==> src/rtl/data_read_axi_read_pkg.sv <==
// Shared constants for the data_read read channel: register offsets, SR bit
// positions, AXI response codes and FSM state encodings.
package data_read_axi_read_pkg;

    localparam logic [7:0] AXI_ADDR_CR  = 8'h00;
    localparam logic [7:0] AXI_ADDR_SR  = 8'h04;
    localparam logic [7:0] AXI_ADDR_DR  = 8'h08;
    localparam logic [7:0] AXI_ADDR_CNT = 8'h0C;

    localparam int SR_BUSY_BIT     = 0;
    localparam int SR_DONE_BIT     = 1;
    localparam int SR_EMPTY_BIT    = 2;
    localparam int SR_UNDERRUN_BIT = 3;

    localparam logic [1:0] RESP_OKAY   = 2'b00;
    localparam logic [1:0] RESP_SLVERR = 2'b10;

    typedef enum logic [1:0] {
        ST_IDLE = 2'd0,
        ST_ADDR = 2'd1,
        ST_RESP = 2'd2
    } state_t;

    // Register index is the word offset within the 16-byte map.
    typedef enum logic [1:0] {
        REG_CR  = AXI_ADDR_CR[3:2],
        REG_SR  = AXI_ADDR_SR[3:2],
        REG_DR  = AXI_ADDR_DR[3:2],
        REG_CNT = AXI_ADDR_CNT[3:2]
    } reg_sel_t;

    typedef struct packed {
        logic [31:0] data;
        logic [1:0]  resp;
    } rd_result_t;

endpackage

==> src/rtl/data_read_axi_read.sv <==
// AXI4-Lite read-channel slave for data_read: returns CR/SR/DR/CNT, pops the
// FWFT capture FIFO on DR reads and keeps the clear-on-read DONE/UNDERRUN flags.
module data_read_axi_read
    import data_read_axi_read_pkg::*;
#(
    parameter int C_FIFO_CNT_WIDTH = 11,
    parameter int C_ADDR_LSB       = 2
) (
    input  logic                        S_AXI_ACLK,
    input  logic                        S_AXI_ARESET,
    input  logic [31:0]                 S_AXI_ARADDR,
    input  logic                        S_AXI_ARVALID,
    output logic                        S_AXI_ARREADY,
    output logic [31:0]                 S_AXI_RDATA,
    output logic [1:0]                  S_AXI_RRESP,
    output logic                        S_AXI_RVALID,
    input  logic                        S_AXI_RREADY,
    input  logic                        busy,
    input  logic                        done_pulse,
    input  logic [31:0]                 fifo_dout,
    input  logic                        fifo_empty,
    input  logic [C_FIFO_CNT_WIDTH-1:0] fifo_count,
    output logic                        fifo_rd_en
);

    state_t      state_reg, state_next;
    reg_sel_t    reg_sel_reg;
    logic        misaligned_reg;
    logic        pop_reg;
    logic [31:0] rdata_reg;
    logic [1:0]  rresp_reg;
    logic        done_reg;
    logic        underrun_reg;

    logic        in_addr;
    logic        sr_clear;
    logic        underrun_event;
    logic [31:0] sr_word;
    logic [31:0] cnt_word;
    reg_sel_t    araddr_sel;
    logic        araddr_misaligned;
    rd_result_t  result;

    function automatic rd_result_t capture(
        input reg_sel_t    sel,
        input logic        misaligned,
        input logic        pop,
        input logic [31:0] sr_value,
        input logic [31:0] head,
        input logic [31:0] cnt_value
    );
        rd_result_t r;
        r.data = '0;
        r.resp = RESP_OKAY;
        if (misaligned) begin
            r.resp = RESP_SLVERR;
        end else begin
            case (sel)
                REG_CR:  r.data = '0;
                REG_SR:  r.data = sr_value;
                REG_DR: begin
                    if (pop) r.data = head;
                    else     r.resp = RESP_SLVERR;
                end
                REG_CNT: r.data = cnt_value;
                default: r.data = '0;
            endcase
        end
        return r;
    endfunction

    assign araddr_sel        = reg_sel_t'(S_AXI_ARADDR[C_ADDR_LSB+1:C_ADDR_LSB]);
    assign araddr_misaligned = |S_AXI_ARADDR[C_ADDR_LSB-1:0];

    assign in_addr        = (state_reg == ST_ADDR);
    assign sr_clear       = in_addr && !misaligned_reg && (reg_sel_reg == REG_SR);
    assign underrun_event = in_addr && !misaligned_reg && (reg_sel_reg == REG_DR) && !pop_reg;
    assign cnt_word       = 32'(fifo_count);

    always_comb begin
        sr_word                  = '0;
        sr_word[SR_BUSY_BIT]     = busy;
        sr_word[SR_DONE_BIT]     = done_reg;
        sr_word[SR_EMPTY_BIT]    = fifo_empty;
        sr_word[SR_UNDERRUN_BIT] = underrun_reg;
    end

    assign result = capture(reg_sel_reg, misaligned_reg, pop_reg, sr_word, fifo_dout, cnt_word);

    always_comb begin
        state_next = state_reg;
        case (state_reg)
            ST_IDLE: if (S_AXI_ARVALID) state_next = ST_ADDR;
            ST_ADDR: state_next = ST_RESP;
            ST_RESP: if (S_AXI_RREADY) state_next = ST_IDLE;
            default: state_next = ST_IDLE;
        endcase
    end

    always_ff @(posedge S_AXI_ACLK) begin
        if (S_AXI_ARESET) begin
            state_reg      <= ST_IDLE;
            reg_sel_reg    <= REG_CR;
            misaligned_reg <= 1'b0;
            pop_reg        <= 1'b0;
            rdata_reg      <= '0;
            rresp_reg      <= RESP_OKAY;
            done_reg       <= 1'b0;
            underrun_reg   <= 1'b0;
        end else begin
            state_reg <= state_next;
            pop_reg   <= 1'b0;
            // Decode on acceptance into ADDR so the pop strobe is a plain register
            // during ADDR; only this block reads the FIFO, so non-empty stays true.
            if (state_reg == ST_IDLE && S_AXI_ARVALID) begin
                reg_sel_reg    <= araddr_sel;
                misaligned_reg <= araddr_misaligned;
                pop_reg        <= !araddr_misaligned && (araddr_sel == REG_DR) && !fifo_empty;
            end
            if (in_addr) begin
                rdata_reg <= result.data;
                rresp_reg <= result.resp;
            end
            // Set beats clear when an event lands on the clearing SR read.
            done_reg     <= done_pulse || (done_reg && !sr_clear);
            underrun_reg <= underrun_event || (underrun_reg && !sr_clear);
        end
    end

    assign S_AXI_ARREADY = (state_reg == ST_ADDR);
    assign S_AXI_RVALID  = (state_reg == ST_RESP);
    assign S_AXI_RDATA   = rdata_reg;
    assign S_AXI_RRESP   = rresp_reg;
    // Suppress the pop in a reset cycle so an aborted DR read never loses a word.
    assign fifo_rd_en    = pop_reg && !S_AXI_ARESET;

endmodule
==> config.mk <==
export PLATFORM = sky130hd
export DESIGN_NAME = data_read_axi_read
export DESIGN_NICKNAME = d
export VERILOG_FILES = /design/src/rtl/data_read_axi_read_pkg.sv /design/src/rtl/data_read_axi_read.sv
export SDC_FILE = /design/constraint.sdc
export NUM_CORES = 1
export LEC_CHECK = 0
export CAP_MARGIN = 10
export CORE_MARGIN = 1
export CORE_UTILIZATION = 25
export DETAILED_ROUTE_END_ITERATION = 12
export PLACE_DENSITY_LB_ADDON = 0.25
export REMOVE_ABC_BUFFERS = 1
export SLEW_MARGIN = 10
export SYNTH_ARGS = -nofsm -noshare
export SYNTH_HDL_FRONTEND = slang
export SYNTH_SLANG_ARGS = --single-unit
==> constraint.sdc <==
create_clock -name S_AXI_ACLK -period 1.2 [get_ports S_AXI_ACLK]
set_input_delay 0.18 -clock S_AXI_ACLK [delete_from_list [all_inputs] [get_ports S_AXI_ACLK]]
set_output_delay 0.18 -clock S_AXI_ACLK [all_outputs]
set_load 0.01 [all_outputs]
Yosys cells after proc, flatten, opt, wreduce, memory -nomap -nowiden

Cells that the tools add are included.

Bits in registers: 42

Reductions and logical operators: 23
Equal/unequal tests: 8
Bitwise operators: 1
Muxes and demuxes: 9

Operators with widths:

| kind                 | count |
|---|---|
| $pmux W32 S4         | 1 |
| $mux W32             | 2 |
| $logic_and A1 B1 Y1  | 10 |
| $mux W2              | 5 |
| $eq A2 B2 Y1 const B | 4 |
| $logic_not A1 Y1     | 6 |
| $pmux W2 S3          | 1 |
| $eq A2 B1 Y1 const B | 2 |
| $logic_not A2 Y1     | 2 |
| $reduce_or A2 Y1     | 2 |
| $logic_or A1 B1 Y1   | 2 |
| $ne A2 B1 Y1 const B | 1 |
| $ne A2 B2 Y1 const B | 1 |
| $reduce_and A2 Y1    | 1 |
| $not A1 Y1           | 1 |

Logic depth before layout (Yosys ltp)

Gate-level depths: netlist (run 1).

Depth in word-level cells: 6
Mapped depth: 6

Least setup slack after synthesis (run 1)

No wires, ideal clock.

Kind: reg-to-reg
Start: register reg_sel_reg[1]
End: register rdata_reg[11], in the netlist S_AXI_RDATA[11]
Data required time: 1.083 ns
Setup slack: -0.144 ns
Period minus slack after synthesis: 1.344 ns
Cell stages (with the launch flop): 7
Data arrival time: 1.227 ns
Path buffers: 3
Path through: dfxtp_1 buf_2 and3b_4 and2_1 buf_6 buf_6 a22o_1

Cells in the longest elaborated chain, start to end: 3
Elaborated cells between the ends (all ways): 6

RTL lines:

| what                                       | RTL line                  | RTL |
|---|---|---|
| from (decl)                                | data_read_axi_read.sv:27  | `reg_sel_t reg_sel_reg;` |
| from (signal assigned)                     | data_read_axi_read.sv:116 | `reg_sel_reg <= araddr_sel;` |
| $eq A2 B2 Y1, or another cell as far along | data_read_axi_read.sv:58  | `case (sel)` |
| $pmux W32 S4 (*)                           | data_read_axi_read.sv:58  |  |
| $mux W32 (*)                               | data_read_axi_read.sv:55  | `if (misaligned) begin` |
| to (signal assigned)                       | data_read_axi_read.sv:121 | `rdata_reg <= result.data;` |
| to (decl)                                  | data_read_axi_read.sv:30  | `logic [31:0] rdata_reg;` |

Every way passes the cells marked *; elsewhere a longest branch is shown, timed or not.
A chain may end at the register's enable or synchronous reset.

Worst setup path in the final report (run 1)

Start: register state_reg[1]
End: register rdata_reg[13], in the netlist S_AXI_RDATA[13]

Cells in the longest elaborated chain, start to end: 1

RTL lines:

| what                   | RTL line                  | RTL |
|---|---|---|
| from (decl)            | data_read_axi_read.sv:26  | `state_t state_reg, state_next;` |
| from (signal assigned) | data_read_axi_read.sv:111 | `state_reg <= state_next;` |
| $eq A2 B1 Y1           | data_read_axi_read.sv:75  | `assign in_addr = (state_reg == ST_ADDR);` |

No other way between the ends.

==> results.json, run 1 <==
{
  "slew_viol_final": 0,
  "drc_errors": 0,
  "grt_max_degree": 20,
  "switchingPower_w": 0.0006543,
  "hold_viol": 0,
  "largest_register_ffs": 32,
  "fin_worst_skew_ns": 0.008752,
  "synth_seq_cells": 41,
  "syn_inst": 147,
  "cts.sinks": 41,
  "setup_viol": 38,
  "final_area_mm2": 0.003098,
  "die_height_um": 81.48,
  "fillers": 550,
  "numPortBuffers": 89,
  "fmax_mhz": 756.6,
  "synth_area_mm2": 0.001579,
  "gp_congestion": 0.7380,
  "viasPerCell": 4.643,
  "placed_cell_area_mm2": 0.002645,
  "met2_usage_pct": 27.25,
  "ant_nets": 0,
  "start_kind": "flop",
  "synth_area_per_cell_um2": 10.74,
  "required_ns": 1.38,
  "clockBufferDepth": 2,
  "coreArea_mm2": 0.005991,
  "p_leak_nw": 1.356,
  "status": "finished, violations left",
  "post-route-period-util_pct": 110.1,
  "first_pass_iters": 4,
  "initial_core_util_pct": 26.36,
  "root_buffer": "clkbuf_8",
  "clk_pin_slew_worst_paths_ns": 0.08,
  "grt_use_total_pct": 15.41,
  "clk_latency_ns": 0.29,
  "drive_gt1_share_pct": 29.26,
  "via_count": 1602,
  "area_delta_synth_final_pct": 96.20,
  "cp.arrival_ns": 1.50,
  "dp_slack_ns": -0.5012,
  "final_nets": 351,
  "multiInputGateArea_um2": 774.5,
  "antenna_found_initial": 0,
  "powerDensity_mw_per_mm2": 937.0,
  "top_usage_layer": "met2",
  "rsz0062_at_grt": "true",
  "total_power_w": 0.002903,
  "ys_seq_area_share_pct": 51.98,
  "rows": 28,
  "num_io_pins": 119,
  "cts_tree": "yes",
  "seqPwrFrac_pct": 48.0,
  "cts_max_level": 2,
  "drv_cap": 0,
  "synth.distinct_cells": 34,
  "fin_ws_ns": -0.1217,
  "numCtsBuffers": 5,
  "grt_pass1_vias": 1621,
  "comb_power_share_pct": 18.4,
  "p_int_w": 0.002248,
  "die_x_um": 81.48,
  "instances_no_fill": 345,
  "dp_cells": 318,
  "peakVddDrop_mv": 0.4055,
  "dp_hpwl_um": 3197,
  "final-seq-area_um2": 832.0,
  "worst-setup-path-type": "reg -> reg",
  "worstHoldPathType": "in -> reg",
  "wl_um": 4860,
  "grt_first_pass_wirelength_um": 7624,
  "switching_share_pct": 22.54,
  "yosys-top-cells-area": "dfxtp_1 (52%), a22o_1 (12%), nor2_1 (3.8%), a221o_1 (3.2%), mux2_2 (2.9%)",
  "endpoint_kind": "flop",
  "use_met1_pct": 18.21,
  "failed_checks": "setup timing",
  "diodes": 0,
  "pwr-share-clk_pct": 33.6,
  "synth_top_area_share_pct": 51.98,
  "critical_path.max_fanout": 7,
  "use_met3_pct": 4.000,
  "yosys_warnings": 0,
  "drtIter0Drc": 46,
  "dieArea_mm2": 0.006638,
  "setup_tns_ns": -3.269,
  "period_minus_slack_ns": 1.322,
  "wl_per_cell_um": 14.09,
  "synth_top_area_cell": "dfxtp_1",
  "grt_overflow": 0
}
## placed cells by master (no fill, tap or decap), types with 5 or more instances in the layout
cell type and n:
dfxtp_1 36, buf_12 5, buf_6 10, clkdlybuf4s50_1 52, nand3_1 5, a22o_1 21, nand2_1 5, buf_4 20
dlygate4sd2_1 34, clkbuf_8 7, a221o_1 5, nor2_1 14
## timing repair
| action | CTS | global route |
|---|---|---|
| resized for setup | 79 | 13 |
| setup buffers | 14 | 2 |
| gates cloned | 5 | 0 |
| hold buffers | 0 | 0 |
| setup endpoints to repair | 70 | 41 |
| pin swaps | 25 | 11 |
## layer usage
metal	part of all wire, %	up-vias
met4	0.95	0
met3	8.1	6
met5	0	-
met2	49	68
li1	-	799
met1	42	729
## worst paths after layout
kind | from | to | slack, ns | depth (start not counted)
worst max-delay path | state_reg[1] | S_AXI_RDATA[13] | -0.12 | 6
worst min-delay path | S_AXI_ARADDR[2] | pop_reg | 0.46 | 2
worst max register to register | state_reg[1] | S_AXI_RDATA[13] | -0.12 | 6
worst min register to register | S_AXI_RDATA[5] | S_AXI_RDATA[5] | 0.47 | 1
## logic make-up after synthesis
kind of cell,synth area share [%]
AND/OR/NAND/NOR,14.66
flip-flops,51.98
AO/OA/AOI/OAI,23.45
other,0.2375
buffers and inverters,5.546
multiplexers,4.120
## power groups by stage
stage / Combinational, W / Sequential [W] / Clock (W)
floorplan: 0.0000926 / 0.00144 / 0
global placement: 0.000392 / 0.00142 / 0
detailed placement: 0.000390 / 0.00142 / 0
CTS: 0.000519 / 0.00139 / 0.00101
global route: 0.000571 / 0.00140 / 0.00106
finish: 0.000535 / 0.00139 / 0.000974
## area by class of cell
| class | instances | area share, % |
|---|---|---|
| clock buffer | 7 | 3.110 |
| clock inverter | 1 | 0.1616 |
| sequential | 41 | 26.86 |
| tap | 75 | 3.029 |
| inverter | 3 | 0.3635 |
| multi-input combinational | 91 | 25.00 |
| timing repair buffer | 127 | 41.48 |
## critical path: stages, from the launching register on
cell     delay (ns)
dfxtp_4        0.38
buf_12         0.13
nor2b_4        0.16
nor2_4         0.08
buf_6          0.13
buf_16         0.13
a22o_1         0.19
## per-stage QoR
step           utilization (%)  hold WS (ns)
3_5_place_dp             44.15        0.4509
3_3_place_gp             44.15        0.4500
4_1_cts                  51.21        0.4521
5_1_grt                  51.71        0.4665
6_report                 51.71        0.4573
2_1_floorplan                -        0.2524
## synth_stat cells (all sizes together)
master	count
dfxtp	41
a22o	21
nor2	16
buf	8
a221o	5
nand2	5
nand3	5
a22oi	4
clkbuf	4
mux2	4
o2bb2ai	4
inv	3
o21ai	3
a211oi	2
a32o	2
and3b	2
mux2i	2
nand3b	2
nor2b	2
nor3b	2
a2111oi	1
a21oi	1
a31oi	1
and2	1
conb	1
nor3	1
nor4	1
nor4b	1
nor4bb	1
or4b	1
Note: power is estimated with default switching activity, not from simulation.
==> run 2: changes to the inputs <==
SETUP_SLACK_MARGIN = 0.2   (was default)
==> run 2 against run 1 <==
  * The flow still finishes with violations (setup timing)
  * Wire length increased by 3.6%
  * First-iteration DRC count increased by 15%
  * Critical path depth decreased by 1
  * Sequential share of layout area increased by 0.72 points
  * Clock skew decreased by 0.0018 ns
  * Via count increased by 2.2%
  * Core utilization increased by 0.63 points
  * Non-clock buffer count increased by 5
  * Clock power about the same
  * Fmax increased by 1.1%
  * Critical path type unchanged
==> results.json, run 2 (synthesis gave the netlist of run 1 again) <==
{
  "placed_cell_area_mm2": 0.002645,
  "total_power_w": 0.002953,
  "critPathBufInv": 2,
  "initial_core_util_pct": 26.36,
  "endpoint_kind": "flop",
  "largest_register_ffs": 32,
  "period_minus_slack_ns": 1.307,
  "die_height_um": 81.48,
  "cts.sinks": 41,
  "drive_gt1_share_pct": 54.55,
  "failed_checks": "setup timing",
  "crit_top_cell": "buf_6",
  "num_io_pins": 119,
  "grt_use_total_pct": 14.83,
  "comb_power_share_pct": 19.8,
  "grt_first_pass_wirelength_um": 7507,
  "clk_latency_ns": 0.29,
  "p_int_w": 0.002281,
  "fin_ws_ns": -0.1069,
  "powerDensity_mw_per_mm2": 941.7,
  "p_leak_nw": 1.330,
  "final_common_cell": "clkdlybuf4s50_1",
  "area_delta_synth_final_pct": 98.57,
  "viasPerCell": 4.680,
  "hold_viol": 0,
  "antenna_found_initial": 0,
  "wl_um": 5034,
  "grt_pass1_vias": 1600,
  "switching_share_pct": 22.74,
  "fin_worst_skew_ns": 0.006954,
  "seqPwrFrac_pct": 47.3,
  "status": "finished, violations left",
  "start_kind": "flop",
  "post-route-period-util_pct": 108.9,
  "dieArea_mm2": 0.006638,
  "root_buffer": "clkbuf_8",
  "drc_errors": 0,
  "crit_family": "flip-flops",
  "cts_tree": "yes",
  "dp_slack_ns": -0.5012,
  "final_nets": 356,
  "crit_slowest_cell": "dfxtp_2",
  "required_ns": 1.37,
  "cts_max_level": 2,
  "numPortBuffers": 89,
  "worst-setup-path-type": "reg -> reg",
  "rows": 28,
  "wl_per_cell_um": 14.38,
  "ant_nets": 0,
  "worstHoldPathType": "in -> reg",
  "numCtsBuffers": 5,
  "first_pass_iters": 4,
  "dp_hpwl_um": 3197,
  "peakVddDrop_mv": 0.4095,
  "drv_cap": 0,
  "rsz0062_at_grt": "true",
  "gp_congestion": 0.7380,
  "grt_max_degree": 22,
  "drtIter0Drc": 53,
  "worstPathCellList": "buf_6 -> nor4b_4 -> and2_4 -> buf_6 -> a221o_1",
  "clockBufferDepth": 2,
  "cp.arrival_ns": 1.48,
  "slew_viol_final": 0,
  "critical_path.max_fanout": 5,
  "grt_overflow": 0,
  "final_cell_mix": "clkdlybuf4s50_1 (52), buf_2 (33), dfxtp_2 (26)",
  "via_count": 1638,
  "diodes": 0,
  "whs_ns": 0.3209,
  "pwr-share-clk_pct": 32.9,
  "final_area_mm2": 0.003136,
  "die_x_um": 81.48,
  "clk_pin_slew_worst_paths_ns": 0.08,
  "switchingPower_w": 0.0006714,
  "coreArea_mm2": 0.005991,
  "fmax_mhz": 765.2,
  "hold_buffers": 0,
  "cp_slowest_stage_delay_ns": 0.34,
  "setup_viol": 37
}
==> run 2: cell count changes in the layout (fill, tap and decap cells not counted), moves of 2 or more <==
cell,previous run,this run
buf_2,2,33
nor2_4,1,3
dfxtp_1,36,12
mux2_2,4,1
dfxtp_2,3,26
a22oi_1,4,1
mux2_4,0,3
a22oi_2,0,3
clkbuf_16,0,2
nor2_2,1,3
buf_6,10,18
dlygate4sd2_1,34,1
nor2_1,14,10
==> run 2: power groups by stage <==
stage	combinational [W]	sequential (W)	clock [W]
2_1_floorplan	0.0000926	0.00144	0
3_3_place_gp	0.000392	0.00142	0
3_5_place_dp	0.000390	0.00142	0
4_1_cts	0.000541	0.00140	0.00101
5_1_grt	0.000621	0.00140	0.00107
6_report	0.000585	0.00140	0.000972
==> run 2: tightest hold or removal path: cells and delay by family <==
kind / cells / cell delay, ns
buffers and inverters: 2 / 0.35
AO/OA/AOI/OAI: 1 / 0.05
==> run 2: cell type report <==
type	instances	area, um^2
Inverter	3	13.76
Clock inverter	1	5.005
Clock buffer	7	96.34
Fill cell	549	2855
Multi-Input combinational cell	91	829.5
Sequential cell	41	864.6
Timing Repair Buffer	132	1232
Tap cell	75	93.84
==> run 2: repair_timing <==
action,CTS,global route
resized for setup,221,15
cloned,2,3
pin swaps,19,12
setup endpoints to repair,75,44
buffers inserted,14,5
==> run 2: through the flow <==
step	std cells	setup TNS (ns)	util, %
finish	350	-2.275	52.34
global placement	318	-15.38	44.15
global route	350	-4.744	52.34
detailed placement	318	-17.02	44.15
CTS	342	-2.035	49.87
floorplan	135	-21.62	-
==> run 2: path summary, 6_finish.rpt <==
kind,from,endpoint,slack [ns],cells past startpoint
max reg2reg,state_reg[0],S_AXI_RDATA[9],-0.11,5
max,state_reg[0],S_AXI_RDATA[9],-0.11,5
min,S_AXI_ARESET,misaligned_reg,0.32,3
min reg2reg,S_AXI_RDATA[0],S_AXI_RDATA[0],0.46,1
==> run 2: layer usage <==
layer	wire length (um)	global-route usage, %
met4	46	4.286
met5	0	0
met3	470	4.333
met2	2376	24.25
met1	2141	18.79
==> run 3: changes to the inputs <==
HOLD_SLACK_MARGIN = 0.02   (was default)
PLACE_DENSITY = 0.74   (was default)
PLACE_DENSITY_LB_ADDON = default   (was 0.25)
==> run 3 against run 2 <==
  * Highest routed layer unchanged
  * Wire length increased by 4.5%
  * Global-route usage is 1.2 points higher
  * Sequential power about the same
  * The run still ends with setup timing left
  * Largest cell class unchanged
==> results.json, run 3 (synthesis gave the netlist of run 1 again) <==
{
  "cts_tree": "yes",
  "wl_um": 5261,
  "rows": 28,
  "fmax_mhz": 768.4,
  "final_cell_mix": "clkdlybuf4s50_1 (52), buf_2 (34), dfxtp_2 (32)",
  "grt_first_pass_wirelength_um": 7893,
  "seqPwrFrac_pct": 49.0,
  "start_kind": "flop",
  "numCtsBuffers": 5,
  "drive_gt1_share_pct": 53.93,
  "coreArea_mm2": 0.005991,
  "cp_slowest_stage_delay_ns": 0.37,
  "dp_cells": 315,
  "initial_core_util_pct": 26.36,
  "final_nets": 348,
  "switching_share_pct": 24.08,
  "antenna_found_initial": 0,
  "cts.sinks": 41,
  "reg2reg_depth": 5,
  "cts_max_level": 2,
  "required_ns": 1.39,
  "hold_viol": 0,
  "crit_slowest_cell": "dfxtp_4",
  "worstHoldPathType": "in -> reg",
  "pwr-share-clk_pct": 33.3,
  "fin_ws_ns": -0.1014,
  "total_power_w": 0.002855,
  "status": "finished, violations left",
  "first_pass_iters": 4,
  "slew_viol_final": 0,
  "worst-setup-path-type": "reg -> reg",
  "crit_top_cell": "buf_6",
  "comb_power_share_pct": 17.7,
  "instances_no_fill": 342,
  "switchingPower_w": 0.0006874,
  "peakVddDrop_mv": 0.4735,
  "viasPerCell": 4.751,
  "fin_worst_skew_ns": 0.004330,
  "worstPathCellList": "buf_6 -> nor3b_4 -> buf_6 -> and3b_1 -> a2111oi_2",
  "crit_family": "flip-flops",
  "diodes": 0,
  "hold_buffers": 0,
  "dp_hpwl_um": 3399,
  "area_delta_synth_final_pct": 93.03,
  "setup_viol": 32,
  "failed_checks": "setup timing",
  "numPortBuffers": 89,
  "cp.arrival_ns": 1.49,
  "clockBufferDepth": 2,
  "drv_cap": 0,
  "powerDensity_mw_per_mm2": 936.6,
  "grt_use_total_pct": 16.04,
  "cp_num_cells": 5,
  "via_count": 1625,
  "grt_overflow": 0,
  "fillers": 566,
  "die_height_um": 81.48,
  "endpoint_kind": "flop",
  "clk_pin_slew_worst_paths_ns": 0.08,
  "drtIter0Drc": 42,
  "worstHoldPathCells": 2,
  "post-route-period-util_pct": 108.4,
  "root_buffer": "clkbuf_8",
  "grt_max_degree": 20,
  "num_io_pins": 119,
  "rsz0062_at_grt": "true",
  "die_x_um": 81.48,
  "wl_per_cell_um": 15.38,
  "p_leak_nw": 1.270,
  "largest_register_ffs": 32,
  "clk_latency_ns": 0.29,
  "grt_pass1_vias": 1622,
  "ant_nets": 0,
  "drc_errors": 0,
  "p_int_w": 0.002167,
  "dieArea_mm2": 0.006638,
  "critical_path.max_fanout": 5,
  "final_common_cell": "clkdlybuf4s50_1",
  "critPathBufInv": 2,
  "period_minus_slack_ns": 1.301,
  "gp_congestion": 0.7947
}
==> run 3: changes by cell type in the layout (fill, tap and decap cells not counted), sizes merged <==
cell	before	now
buf	77	67
clkdlybuf4s15	0	1
clkinv	1	2
==> run 3: final timing paths <==
path,from,end,slack [ns]
setup / recovery,state_reg[0],underrun_reg,-0.10
hold / removal,S_AXI_ARESET,state_reg[1],0.39
setup reg to reg,state_reg[0],underrun_reg,-0.10
hold reg to reg,S_AXI_RDATA[2],S_AXI_RDATA[2],0.46
==> run 3: routing by layer <==
layer	track usage, %	wire length, um	up-vias
met5	0	0	-
met4	5.357	46	0
met3	4.000	485	5
met2	28.75	2622	67
met1	18.40	2107	769
li1	-	-	784
==> run 3: through the flow <==
| step | worst slack, ns | util [%] | TNS (ns) | hold WS, ns | cell area [um^2] |
|---|---|---|---|---|---|
| global placement | -0.4732 | 44.19 | -16.25 | 0.4525 | 2648 |
| global route | -0.1346 | 50.88 | -3.827 | 0.4107 | 3048 |
| floorplan | -0.7182 | - | -21.62 | 0.2524 | 1503 |
| finish | -0.1014 | 50.88 | -1.556 | 0.3924 | 3048 |
| CTS | -0.09966 | 47.43 | -1.166 | 0.3607 | 2841 |
| detailed placement | -0.5339 | 44.19 | -18.01 | 0.4548 | 2648 |
==> run 3: layout make-up <==
| type | count | area [um^2] | share of cell area, % |
|---|---|---|---|
| inverters | 3 | 13.76 | 0.4516 |
| repair buffers | 124 | 1141 | 37.44 |
| clock buffers | 6 | 82.58 | 2.709 |
| well taps | 75 | 93.84 | 3.079 |
| multi-input cells | 91 | 830.8 | 27.26 |
| clock inverters | 2 | 13.76 | 0.4516 |
| flip-flops and latches | 41 | 872.1 | 28.61 |
==> run 3: power by group through the flow <==
stage	sequential (W)	clock [W]	combinational, W
after floorplan	0.00144	0	0.0000926
after global placement	0.00142	0	0.000393
after detailed placement	0.00143	0	0.000395
after CTS	0.00140	0.000981	0.000451
after global routing	0.00140	0.00104	0.000542
final	0.00140	0.000951	0.000506
==> run 3: repair_timing <==
item / in CTS / in global routing
setup buffers: 9 / 6
setup endpoints to repair: 75 / 46
cloned: 1 / 3
pin swaps: 12 / 30
gates resized for setup: 208 / 21
